<file path="src/rtl/debug_pkg.sv">
`default_nettype none
// debug_pkg: run-control state type and cycle-counter constants shared by the debug blocks. Rev 1.0
package debug_pkg;

  typedef enum logic [1:0] {
    HALTED = 2'd0,
    RUN    = 2'd1,
    STEP   = 2'd2
  } dbg_state_t;

  localparam int CYCLE_COUNT_W = 32;
  localparam logic [CYCLE_COUNT_W-1:0] CYCLE_COUNT_MAX = {CYCLE_COUNT_W{1'b1}};

  function automatic logic [CYCLE_COUNT_W-1:0] sat_inc(input logic [CYCLE_COUNT_W-1:0] value);
    return (value == CYCLE_COUNT_MAX) ? value : value + CYCLE_COUNT_W'(1);
  endfunction

endpackage
`default_nettype wire

</file>
<file path="src/rtl/debug_read_port.sv">
`default_nettype none
// debug_read_port: one-outstanding handshaked read of NUM_CHANNELS display sources sharing one address. Rev 1.0
module debug_read_port #(
  parameter int NUM_CHANNELS = 3,
  parameter int ADDR_W       = 6,
  parameter int DATA_W       = 32,
  parameter int READ_LATENCY = 1,
  parameter int CH_W         = (NUM_CHANNELS > 1) ? $clog2(NUM_CHANNELS) : 1
) (
  input  logic                           clock,
  input  logic                           reset,
  input  logic                           rd_req,
  input  logic [CH_W-1:0]                rd_channel,
  input  logic [ADDR_W-1:0]              rd_address,
  output logic                           rd_ready,
  output logic                           rd_valid,
  output logic [DATA_W-1:0]              rd_data,
  output logic [ADDR_W-1:0]              channel_address,
  input  logic [NUM_CHANNELS*DATA_W-1:0] channel_data
);

  localparam int CNT_W = (READ_LATENCY > 1) ? $clog2(READ_LATENCY) : 1;
  localparam logic [CNT_W-1:0] CNT_LOAD = CNT_W'(READ_LATENCY - 1);

  logic              busy;
  logic [CNT_W-1:0]  wait_cnt;
  logic [CH_W-1:0]   channel_sel;
  logic [DATA_W-1:0] sel_data;
  logic              accept;

  assign rd_ready = !busy;
  assign accept   = rd_req && !busy;

  // Channels outside the populated range fall through to zero.
  always_comb begin
    sel_data = '0;
    for (int c = 0; c < NUM_CHANNELS; c++) begin
      if (channel_sel == CH_W'(c)) begin
        sel_data = channel_data[c*DATA_W +: DATA_W];
      end
    end
  end

  always_ff @(posedge clock) begin
    if (reset) begin
      busy            <= 1'b0;
      wait_cnt        <= '0;
      channel_sel     <= '0;
      channel_address <= '0;
      rd_valid        <= 1'b0;
      rd_data         <= '0;
    end else begin
      rd_valid <= 1'b0;
      if (accept) begin
        busy            <= 1'b1;
        wait_cnt        <= CNT_LOAD;
        channel_sel     <= rd_channel;
        channel_address <= rd_address;
      end else if (busy) begin
        if (wait_cnt == '0) begin
          busy     <= 1'b0;
          rd_valid <= 1'b1;
          rd_data  <= sel_data;
        end else begin
          wait_cnt <= wait_cnt - CNT_W'(1);
        end
      end
    end
  end

endmodule
`default_nettype wire

</file>
<file path="src/rtl/debug_controller.sv">
`default_nettype none
// debug_controller: run/halt/step/breakpoint gating of the processor, cycle counter and debug read port. Rev 1.0
// Breakpoint compare is compiled in only when DEBUG_BREAKPOINT_EN is defined.
module debug_controller
  import debug_pkg::*;
#(
  parameter int NUM_CHANNELS = 3,
  parameter int ADDR_W       = 6,
  parameter int DATA_W       = 32,
  parameter int READ_LATENCY = 1,
  parameter int CH_W         = (NUM_CHANNELS > 1) ? $clog2(NUM_CHANNELS) : 1
) (
  input  logic                           clock,
  input  logic                           reset,
  input  logic                           run,
  input  logic                           halt,
  input  logic                           step,
  input  logic [DATA_W-1:0]              pc,
  input  logic [DATA_W-1:0]              bp_address,
  output logic                           cpu_enable,
  output logic                           halted,
  output logic [CYCLE_COUNT_W-1:0]       cycle_count,
  input  logic                           rd_req,
  input  logic [CH_W-1:0]                rd_channel,
  input  logic [ADDR_W-1:0]              rd_address,
  output logic                           rd_ready,
  output logic                           rd_valid,
  output logic [DATA_W-1:0]              rd_data,
  output logic [ADDR_W-1:0]              channel_address,
  input  logic [NUM_CHANNELS*DATA_W-1:0] channel_data
);

  dbg_state_t               state;
  logic                     first_run;
  logic                     bp_hit;
  logic [CYCLE_COUNT_W-1:0] cycle_cnt;

`ifdef DEBUG_BREAKPOINT_EN
  // The first RUN cycle after leaving HALTED is exempt so resuming at the breakpoint PC makes progress.
  assign bp_hit = (state == RUN) && !first_run && (pc == bp_address);
`else
  logic unused_bp_inputs;
  assign unused_bp_inputs = ^{pc, bp_address, first_run};
  assign bp_hit = 1'b0;
`endif

  // Combinational so the instruction sitting at the breakpoint never gets its enable.
  assign cpu_enable = ((state == RUN) && !bp_hit) || (state == STEP);

  always_ff @(posedge clock) begin
    if (reset) begin
      state     <= HALTED;
      halted    <= 1'b1;
      first_run <= 1'b0;
    end else begin
      first_run <= 1'b0;
      case (state)
        HALTED: begin
          if (!halt) begin
            if (step) begin
              state  <= STEP;
              halted <= 1'b0;
            end else if (run) begin
              state     <= RUN;
              halted    <= 1'b0;
              first_run <= 1'b1;
            end
          end
        end
        RUN: begin
          if (halt || bp_hit) begin
            state  <= HALTED;
            halted <= 1'b1;
          end
        end
        STEP: begin
          state  <= HALTED;
          halted <= 1'b1;
        end
        default: begin
          state  <= HALTED;
          halted <= 1'b1;
        end
      endcase
    end
  end

  always_ff @(posedge clock) begin
    if (reset) begin
      cycle_cnt <= '0;
    end else if (cpu_enable) begin
      cycle_cnt <= sat_inc(cycle_cnt);
    end
  end

  assign cycle_count = cycle_cnt;

  debug_read_port #(
    .NUM_CHANNELS (NUM_CHANNELS),
    .ADDR_W       (ADDR_W),
    .DATA_W       (DATA_W),
    .READ_LATENCY (READ_LATENCY),
    .CH_W         (CH_W)
  ) u_read_port (
    .clock           (clock),
    .reset           (reset),
    .rd_req          (rd_req),
    .rd_channel      (rd_channel),
    .rd_address      (rd_address),
    .rd_ready        (rd_ready),
    .rd_valid        (rd_valid),
    .rd_data         (rd_data),
    .channel_address (channel_address),
    .channel_data    (channel_data)
  );

endmodule
`default_nettype wire

</file>
<file path="config.mk">
export PLATFORM = sky130hd
export DESIGN_NAME = debug_controller
export DESIGN_NICKNAME = d
export VERILOG_FILES = /design/src/rtl/debug_pkg.sv /design/src/rtl/debug_read_port.sv /design/src/rtl/debug_controller.sv
export SDC_FILE = /design/constraint.sdc
export NUM_CORES = 1
export LEC_CHECK = 0
export CAP_MARGIN = 20
export CORE_ASPECT_RATIO = 1.1
export CORE_MARGIN = 3
export CORE_UTILIZATION = 35
export CTS_BUF_LIST = sky130_fd_sc_hd__clkbuf_8
export DETAILED_ROUTE_END_ITERATION = 7
export PLACE_DENSITY = 0.87
export SYNTH_ARGS = -nofsm -noshare
export SYNTH_HDL_FRONTEND = slang
export SYNTH_SLANG_ARGS = --single-unit
export TNS_END_PERCENT = 5
</file>
<file path="constraint.sdc">
create_clock -name clock -period 6.2 [get_ports clock]
set_input_delay 1.24 -clock clock [delete_from_list [all_inputs] [get_ports clock]]
set_output_delay 1.24 -clock clock [all_outputs]
set_load 0.01 [all_outputs]
</file>
# [Word level (Yosys, flattened, before mapping)]
# Cells that the tools add are included.
[totals] ff_bits=78 inputBits=174 wordCells=51 output_inout_bits=74
[classes] n_mux=18 n_addsub=2 n_bitwise=4 n_reduce_logical=10 n_eq_ne=8
[ops] op="$mux 32" n=3
[ops] op="$add 32x1->32 const B" n=1
[ops] op="$eq 32x32->1 const B" n=1
[ops] op="$mux 1" n=9
[ops] op="$mux 2" n=4
[ops] op="$reduce_and 3->1" n=2
[ops] op="$eq 2x1->1 const B" n=2
[ops] op="$eq 2x2->1 const B" n=2
[ops] op="$logic_not 2->1" n=2
[ops] op="$ne 2x2->1 const B" n=2
[ops] op="$not 1->1" n=4
[ops] op="$pmux 2 s2" n=1
[ops] op="$ne 3x3->1 const B" n=1
[ops] op="$reduce_or 3->1" n=1
[ops] op="$pmux 1 s2" n=1
[ops] op="$reduce_and 2->1" n=1
[ops] op="$reduce_or 2->1" n=1
[ops] op="$logic_and 1x1->1" n=1
[ops] op="$logic_not 1->1" n=1
[ops] op="$logic_or 1x1->1" n=1
[ops] op="$sub 1x1->1 const B" n=1

# [Longest topological paths before layout]
# Gate-level depths: netlist of run 1.
[logic_depth] depth_word=4 mapped_depth=8 depth_no_buf=7

# [By module]
# A second synthesis of run 1 with hierarchy kept.
[unflattened] cells_unflattened=484 hier_area_um2=4207.8
[modules_own_cells] mod="debug_read_port" n_inst=1 seq_area_each_um2=840.8 area_per_inst_um2=2336.0 cells_each=260
[modules_own_cells] mod="debug_controller" n_inst=1 seq_area_each_um2=700.7 area_per_inst_um2=1871.8 cells_each=224

# [Worst setup path before layout of run 1]
# OpenSTA, ideal clock, no wires.
[synth_path] kind="input port to flip-flop" startpoint="input reset" endpoint="register u_read_port.rd_data[19]" cell_stages=4 path_buffers=3 path_slack_ps=3987 setup_ps=137 required_ps=6063 arrival_ps=2075 path_cell_list="clkbuf_1 > clkbuf_1 > buf_1 > a211oi_1"
[synth_lines] item="from (decl)" line_no="debug_controller.sv:14" text="input logic reset,"
[synth_lines] item="to (signal assigned)" line_no="debug_read_port.sv:63" text="rd_data <= sel_data;"
[synth_lines] item="to (decl)" line_no="debug_read_port.sv:17" text="output logic [DATA_W-1:0] rd_data,"
# No word-level cell between the ends.

# [Worst setup path in the final report of run 1]
[layout_path] startpoint="register state[0]" endpoint="output cpu_enable"
[layout_via] elab_chain_len=2
[layout_lines] item="from (decl)" line_no="debug_controller.sv:33" text="dbg_state_t state;"
[layout_lines] item="from (signal assigned)" line_no="debug_controller.sv:52" text="state <= HALTED;"
[layout_lines] item="from (signal assigned)" line_no="debug_controller.sv:61" text="state <= STEP;"
[layout_lines] item="from (signal assigned)" line_no="debug_controller.sv:64" text="state <= RUN;"
[layout_lines] item="$eq 2x1->1 / $eq 2x2->1 (equally long branches)" line_no="debug_controller.sv:48" text="assign cpu_enable = ((state == RUN) && !bp_hit) || (state == STEP);"
[layout_lines] item="$logic_or 1x1->1 *" line_no="debug_controller.sv:48"
[layout_lines] item="to (decl)" line_no="debug_controller.sv:20" text="output logic cpu_enable,"
# Every way passes the cells marked *; elsewhere a longest branch is shown, timed or not.

==> results.yml, run 1 <==
status:
  status: "completed"
drt:
  firstDrtPassIters: 5
  initialDrtViolationCount: 176
  drcViolationCount: 0
  ant_nets: 0
  vias_per_cell: 5.232
  vias: 4086
  wirelength_microns: 11770
  wire_per_inst_microns: 15.08
sta:
  tightest_slew_ns: 1.044
  rsz0062_at_grt: "false"
  period_minus_slack_ns: 3.347
  setup_viol: 0
  min_period_over_period: 0.5398
  slew_headroom: 0.3037
  fin_tns_setup_ns: 0
  fmax_mhz: 298.8
  hold_viol_final: 0
  drv_slew: 0
  fin_skew_ns: 0.01228
logic_synthesis:
  muxShareOfSynthArea: 0.09473
  synth_edf_count: 0
  synth_fp_nets: 647
  yosysWarnings: 0
  synth_area_sq_mm: 0.003870
  ys_seq_area_frac: 0.3983
  synth_top_family_by_area: "simple AND/OR/NAND/NOR gates"
  ys_ff_latch: 77
  synthAdderAreaFrac: 0.009699
  yosys.area_share.xor_xnor: 0.04300
  syn-instance-count: 470
  ys_async_sr_fraction: 0
  yosysUniqueCellTypes: 44
  yosys.area_share.simple: 0.2253
  synth_compound_area_frac: 0.1853
  synth_ff_type: "dfxtp_1"
  avgSynthCellArea_sq_um: 8.234
layout:
  post-route-util: 0.5636
  areaGrowthSynthToFinish_pct: 54.22
  insertedDiodeCount: 0
  nets: 811
  final_common_cell: "clkdlybuf4s50_1"
  design_area_sq_mm: 0.005968
  layout_common_cells: "clkdlybuf4s50_1 (182), nor2_1 (94), dfxtp_1 (75)"
  fill_cells: 935
  drive_above_1_share: 0.05486
clock_tree:
  clock_path_buffers: 2
  cts_root_buf: "clkbuf_8"
  cts_resized: 0
  cts_buffers: 9
  insertion_delay_ns: 0.34
  cts_tree: "yes"
  postCtsSetupBuffers: 0
  cts_hold_buf: 0
  htreeDepth: 3
  clock-sinks: 77
  clkTransAtPathRegs_ns: 0.09
grt:
  grt_pass1_wl_microns: 18790
  grt_use_total: 0.1848
  first_global_vias: 4041
  antenna_found_initial: 0
  grt_start_max_net_pins: 67
  overflow: 0
worst_setup_path:
  critPathLaunchType: "register"
  worstPathArrival_ns: 2.11
  cp_max_fo: 18
  cp.required_ns: 4.96
  crit_type: "reg -> out"
  crit_path_end_kind: "primary output"
die:
  core_area_sq_mm: 0.01059
  dieArea_sq_mm: 0.01236
  io_pins: 248
  die_h_microns: 116.3
  row_count: 39
  die_w_microns: 106.3
  initial_core_util: 0.3655
min_path:
  hp-class: "reg -> reg"
power_and_ir_drop:
  p_per_area_mw_per_mm2: 191.8
  irDropWorstVdd_mv: 0.09370
  leakagePower_nw: 2.081
flow_run:
  max_cap_viol_count: 0
placement:
  place_congestion: 0.8892
  place_area_sq_mm: 0.005779
  hpwl_microns: 9064
  io_buffers: 183
report_power, final:
part	total, mW	switching [mW]	internal [mW]
clock	0.371	0.188	0.184
combinational	0.237	0.0993	0.138
sequential	0.536	0.0186	0.517
path summary, 6_finish.rpt:
| check | end | start | cells past startpoint | slack [ns] |
|---|---|---|---|---|
| setup / recovery | cpu_enable | state[0]$_SDFFE_PP0P_ | 3 | 2.85 |
| hold / removal | u_read_port.channel_address[4]$_SDFFE_PP0P_ | u_read_port.channel_address[4]$_SDFFE_PP0P_ | 2 | 0.46 |
| setup reg to reg | cycle_count[26]$_SDFFE_PP0P_ | cycle_count[9]$_SDFFE_PP0P_ | 5 | 3.70 |
| hold reg to reg | u_read_port.channel_address[4]$_SDFFE_PP0P_ | u_read_port.channel_address[4]$_SDFFE_PP0P_ | 2 | 0.46 |
cell type report:
type,instances,area [sq um],area share
Multi-Input combinational cell,350,2162,0.3623
Inverter,8,30.03,0.005031
Tap cell,143,178.9,0.02998
Clock buffer,9,123.9,0.02075
Sequential cell,77,1544,0.2587
Timing Repair Buffer,188,1864,0.3124
Clock inverter,6,65.06,0.01090
cell families after synthesis:
| family | Yosys count |
|---|---|
| compound gates | 113 |
| xor+xnor | 19 |
| fa+ha+maj | 3 |
| buf+inv | 43 |
| flops | 77 |
| mux | 36 |
| simple gates | 179 |
routing by layer:
metal,track usage,wire (microns)
met5,0,0
met4,0.06822,160
met3,0.05749,985
met2,0.3329,6179
met1,0.2057,4448
per-stage QoR:
step / std cells / total power, mW / worst slack, ns / hold slack (ns)
3_5_place_dp: 766 / 0.7851 / 3.246 / 0.4509
2_1_floorplan: 470 / 0.6500 / 3.987 / 0.4805
3_3_place_gp: 766 / 0.7755 / 3.303 / 0.4432
6_report: 781 / 1.144 / 2.853 / 0.4632
5_1_grt: 781 / 1.204 / 2.781 / 0.4847
4_1_cts: 781 / 1.160 / 2.857 / 0.4634
synth_stat cells, types with 2 or more instances:
cell       instances  area share
a211oi_1          37       0.072
buf_2              6      0.0078
and3_1             3      0.0049
clkbuf_1          22       0.021
nor2_1            94       0.091
nor4_1             2      0.0032
nand3_1           11       0.014
nand4_1           12       0.019
dfxtp_1           77        0.40
o31ai_1            3      0.0058
o21ai_0            8       0.010
and4_1             4      0.0091
a21oi_1           54       0.070
o211ai_1           3      0.0058
xor2_1            11       0.025
or4_1              5      0.0097
a2111oi_0          2      0.0045
mux2i_1           34       0.088
ha_1               3      0.0097
xnor2_1            8       0.018
nor2b_1            6      0.0097
or3_1              5      0.0081
buf_1              7      0.0068
nand2_1           26       0.025
inv_1              8      0.0078
critical path, stage by stage, from the launching register on:
cell and delay (ns):
dfxtp_1 0.37, inv_1 0.06, ha_1 0.68, clkdlybuf4s50_1 0.66
registers in the layout (all words and copies together) (netlist names):
| name | count |
|---|---|
| u_read_port.rd_data | 32 |
| state | 2 |
| u_read_port.busy | 1 |
| cycle_count | 32 |
| halted | 1 |
| u_read_port.rd_valid | 1 |
| u_read_port.channel_sel | 2 |
| u_read_port.channel_address | 6 |
(Power assumes the default switching activity.)
==> run 2, diff against run 1 <==
==> constraint.sdc (replaced) <==
create_clock -name clock -period 3.5 [get_ports clock]
set_input_delay 0.7 -clock clock [delete_from_list [all_inputs] [get_ports clock]]
set_output_delay 0.7 -clock clock [all_outputs]
set_load 0.01 [all_outputs]
==> run 2 against run 1 <==
- utilization is 0.31 points higher
- via count down 1.2%
- critical path depth increased by 1
- non-clock buffer count is 4 higher
- highest routed layer unchanged
- final cell count grew 0.64%
- die area is the same
==> results.yml, run 2 (synthesis gave the netlist of run 1 again) <==
sta:
  period_minus_slack_ns: 2.512
  setup_viol: 0
  worst_hold_slack_ns: 0.4563
  fin_skew_ns: 0.01113
  fin_tns_setup_ns: 0
  slew_headroom: 0.3025
  fmax_mhz: 398.1
  min_period_over_period: 0.7176
  tightest_slew_ns: 1.046
  drv_slew: 0
  hold_viol_final: 0
  rsz0062_at_grt: "false"
clock_tree:
  cts_buffers: 9
  clock-sinks: 77
  cts_root_buf: "clkbuf_8"
  insertion_delay_ns: 0.34
  clock_path_buffers: 2
  postCtsSetupBuffers: 0
  cts_resized: 0
  clkTransAtPathRegs_ns: 0.08
  cts_tree: "yes"
  cts_hold_buf: 0
  htreeDepth: 3
grt:
  first_global_vias: 3906
  grt_pass1_wl_microns: 18540
  grt_use_total: 0.1848
  antenna_found_initial: 0
  overflow: 0
  grt_start_max_net_pins: 66
layout:
  final_common_cell: "clkdlybuf4s50_1"
  nets: 815
  layout_common_cells: "clkdlybuf4s50_1 (182), nor2_1 (94), dfxtp_1 (75)"
  post-route-util: 0.5667
  drive_above_1_share: 0.06065
  insertedDiodeCount: 0
  areaGrowthSynthToFinish_pct: 55.06
worst_setup_path:
  worstPathArrival_ns: 1.81
  crit_path_end_kind: "primary output"
  crit_type: "reg -> out"
  critPathLaunchType: "register"
  cp_max_fo: 18
  cp.required_ns: 2.80
drt:
  vias: 4038
  wire_per_inst_microns: 14.64
  wirelength_microns: 11510
  initialDrtViolationCount: 136
  drcViolationCount: 0
  ant_nets: 0
  vias_per_cell: 5.137
  firstDrtPassIters: 4
die:
  io_pins: 248
  die_h_microns: 116.3
  die_w_microns: 106.3
  core_area_sq_mm: 0.01059
  dieArea_sq_mm: 0.01236
  row_count: 39
  initial_core_util: 0.3655
power_and_ir_drop:
  irDropWorstVdd_mv: 0.1690
  leakagePower_nw: 2.103
  p_per_area_mw_per_mm2: 336.1
  finalPower_mw: 2.017
flow_run:
  max_cap_viol_count: 0
status:
  status: "completed"
placement:
  place_congestion: 0.8855
  io_buffers: 183
  hpwl_microns: 8885
min_path:
  hp-class: "reg -> reg"
[run 2: layer usage]
layer | up-vias | GRT usage | routed length, microns
li1 | 2016 | - | -
met3 | 20 | 0.06302 | 914
met1 | 1836 | 0.2101 | 4401
met2 | 166 | 0.3219 | 5953
met4 | 0 | 0.07081 | 236
met5 | - | 0 | 0
[run 2: final timing paths]
check,from,endpoint,slack (ns),cells after the start
worst min-delay path,u_read_port.channel_address[0]$_SDFFE_PP0P_,u_read_port.channel_address[0]$_SDFFE_PP0P_,0.46,2
worst min register to register,u_read_port.channel_address[0]$_SDFFE_PP0P_,u_read_port.channel_address[0]$_SDFFE_PP0P_,0.46,2
worst max-delay path,state[0]$_SDFFE_PP0P_,cpu_enable,0.99,4
worst max register to register,state[0]$_SDFFE_PP0P_,cycle_count[31]$_SDFFE_PP0P_,1.20,8
[run 2: final cells by class]
cell class / instances / area [sq um]
clock buffer: 9 / 123.9
clock inverter: 7 / 67.56
fill: 899 / 4588
inverter: 8 / 30.03
multi-input combinational: 350 / 2162
sequential: 77 / 1544
tap: 143 / 178.9
timing repair buffer: 192 / 1894
[run 2: where the power goes]
part / leakage, nW / internal (mW) / switching, mW
logic: 1.38 / 0.247 / 0.176
clock network: 0.0964 / 0.325 / 0.319
registers: 0.629 / 0.916 / 0.0329
total: 2.10 / 1.49 / 0.528
[run 2: worst max-delay path: stages (launching register included)]
cell             delay, ns
dfxtp_1               0.37
inv_1                 0.05
ha_1                  0.27
buf_4                 0.22
clkdlybuf4s50_1       0.57
[run 2: metrics by stage]
step	worst slack, ns	instances	cell area, sq um
after global routing	0.8974	786	6001
after detailed placement	1.231	770	5809
after CTS	0.9657	786	6001
after floorplan	1.332	470	3870
final	0.9883	786	6001
after global placement	1.339	770	5809
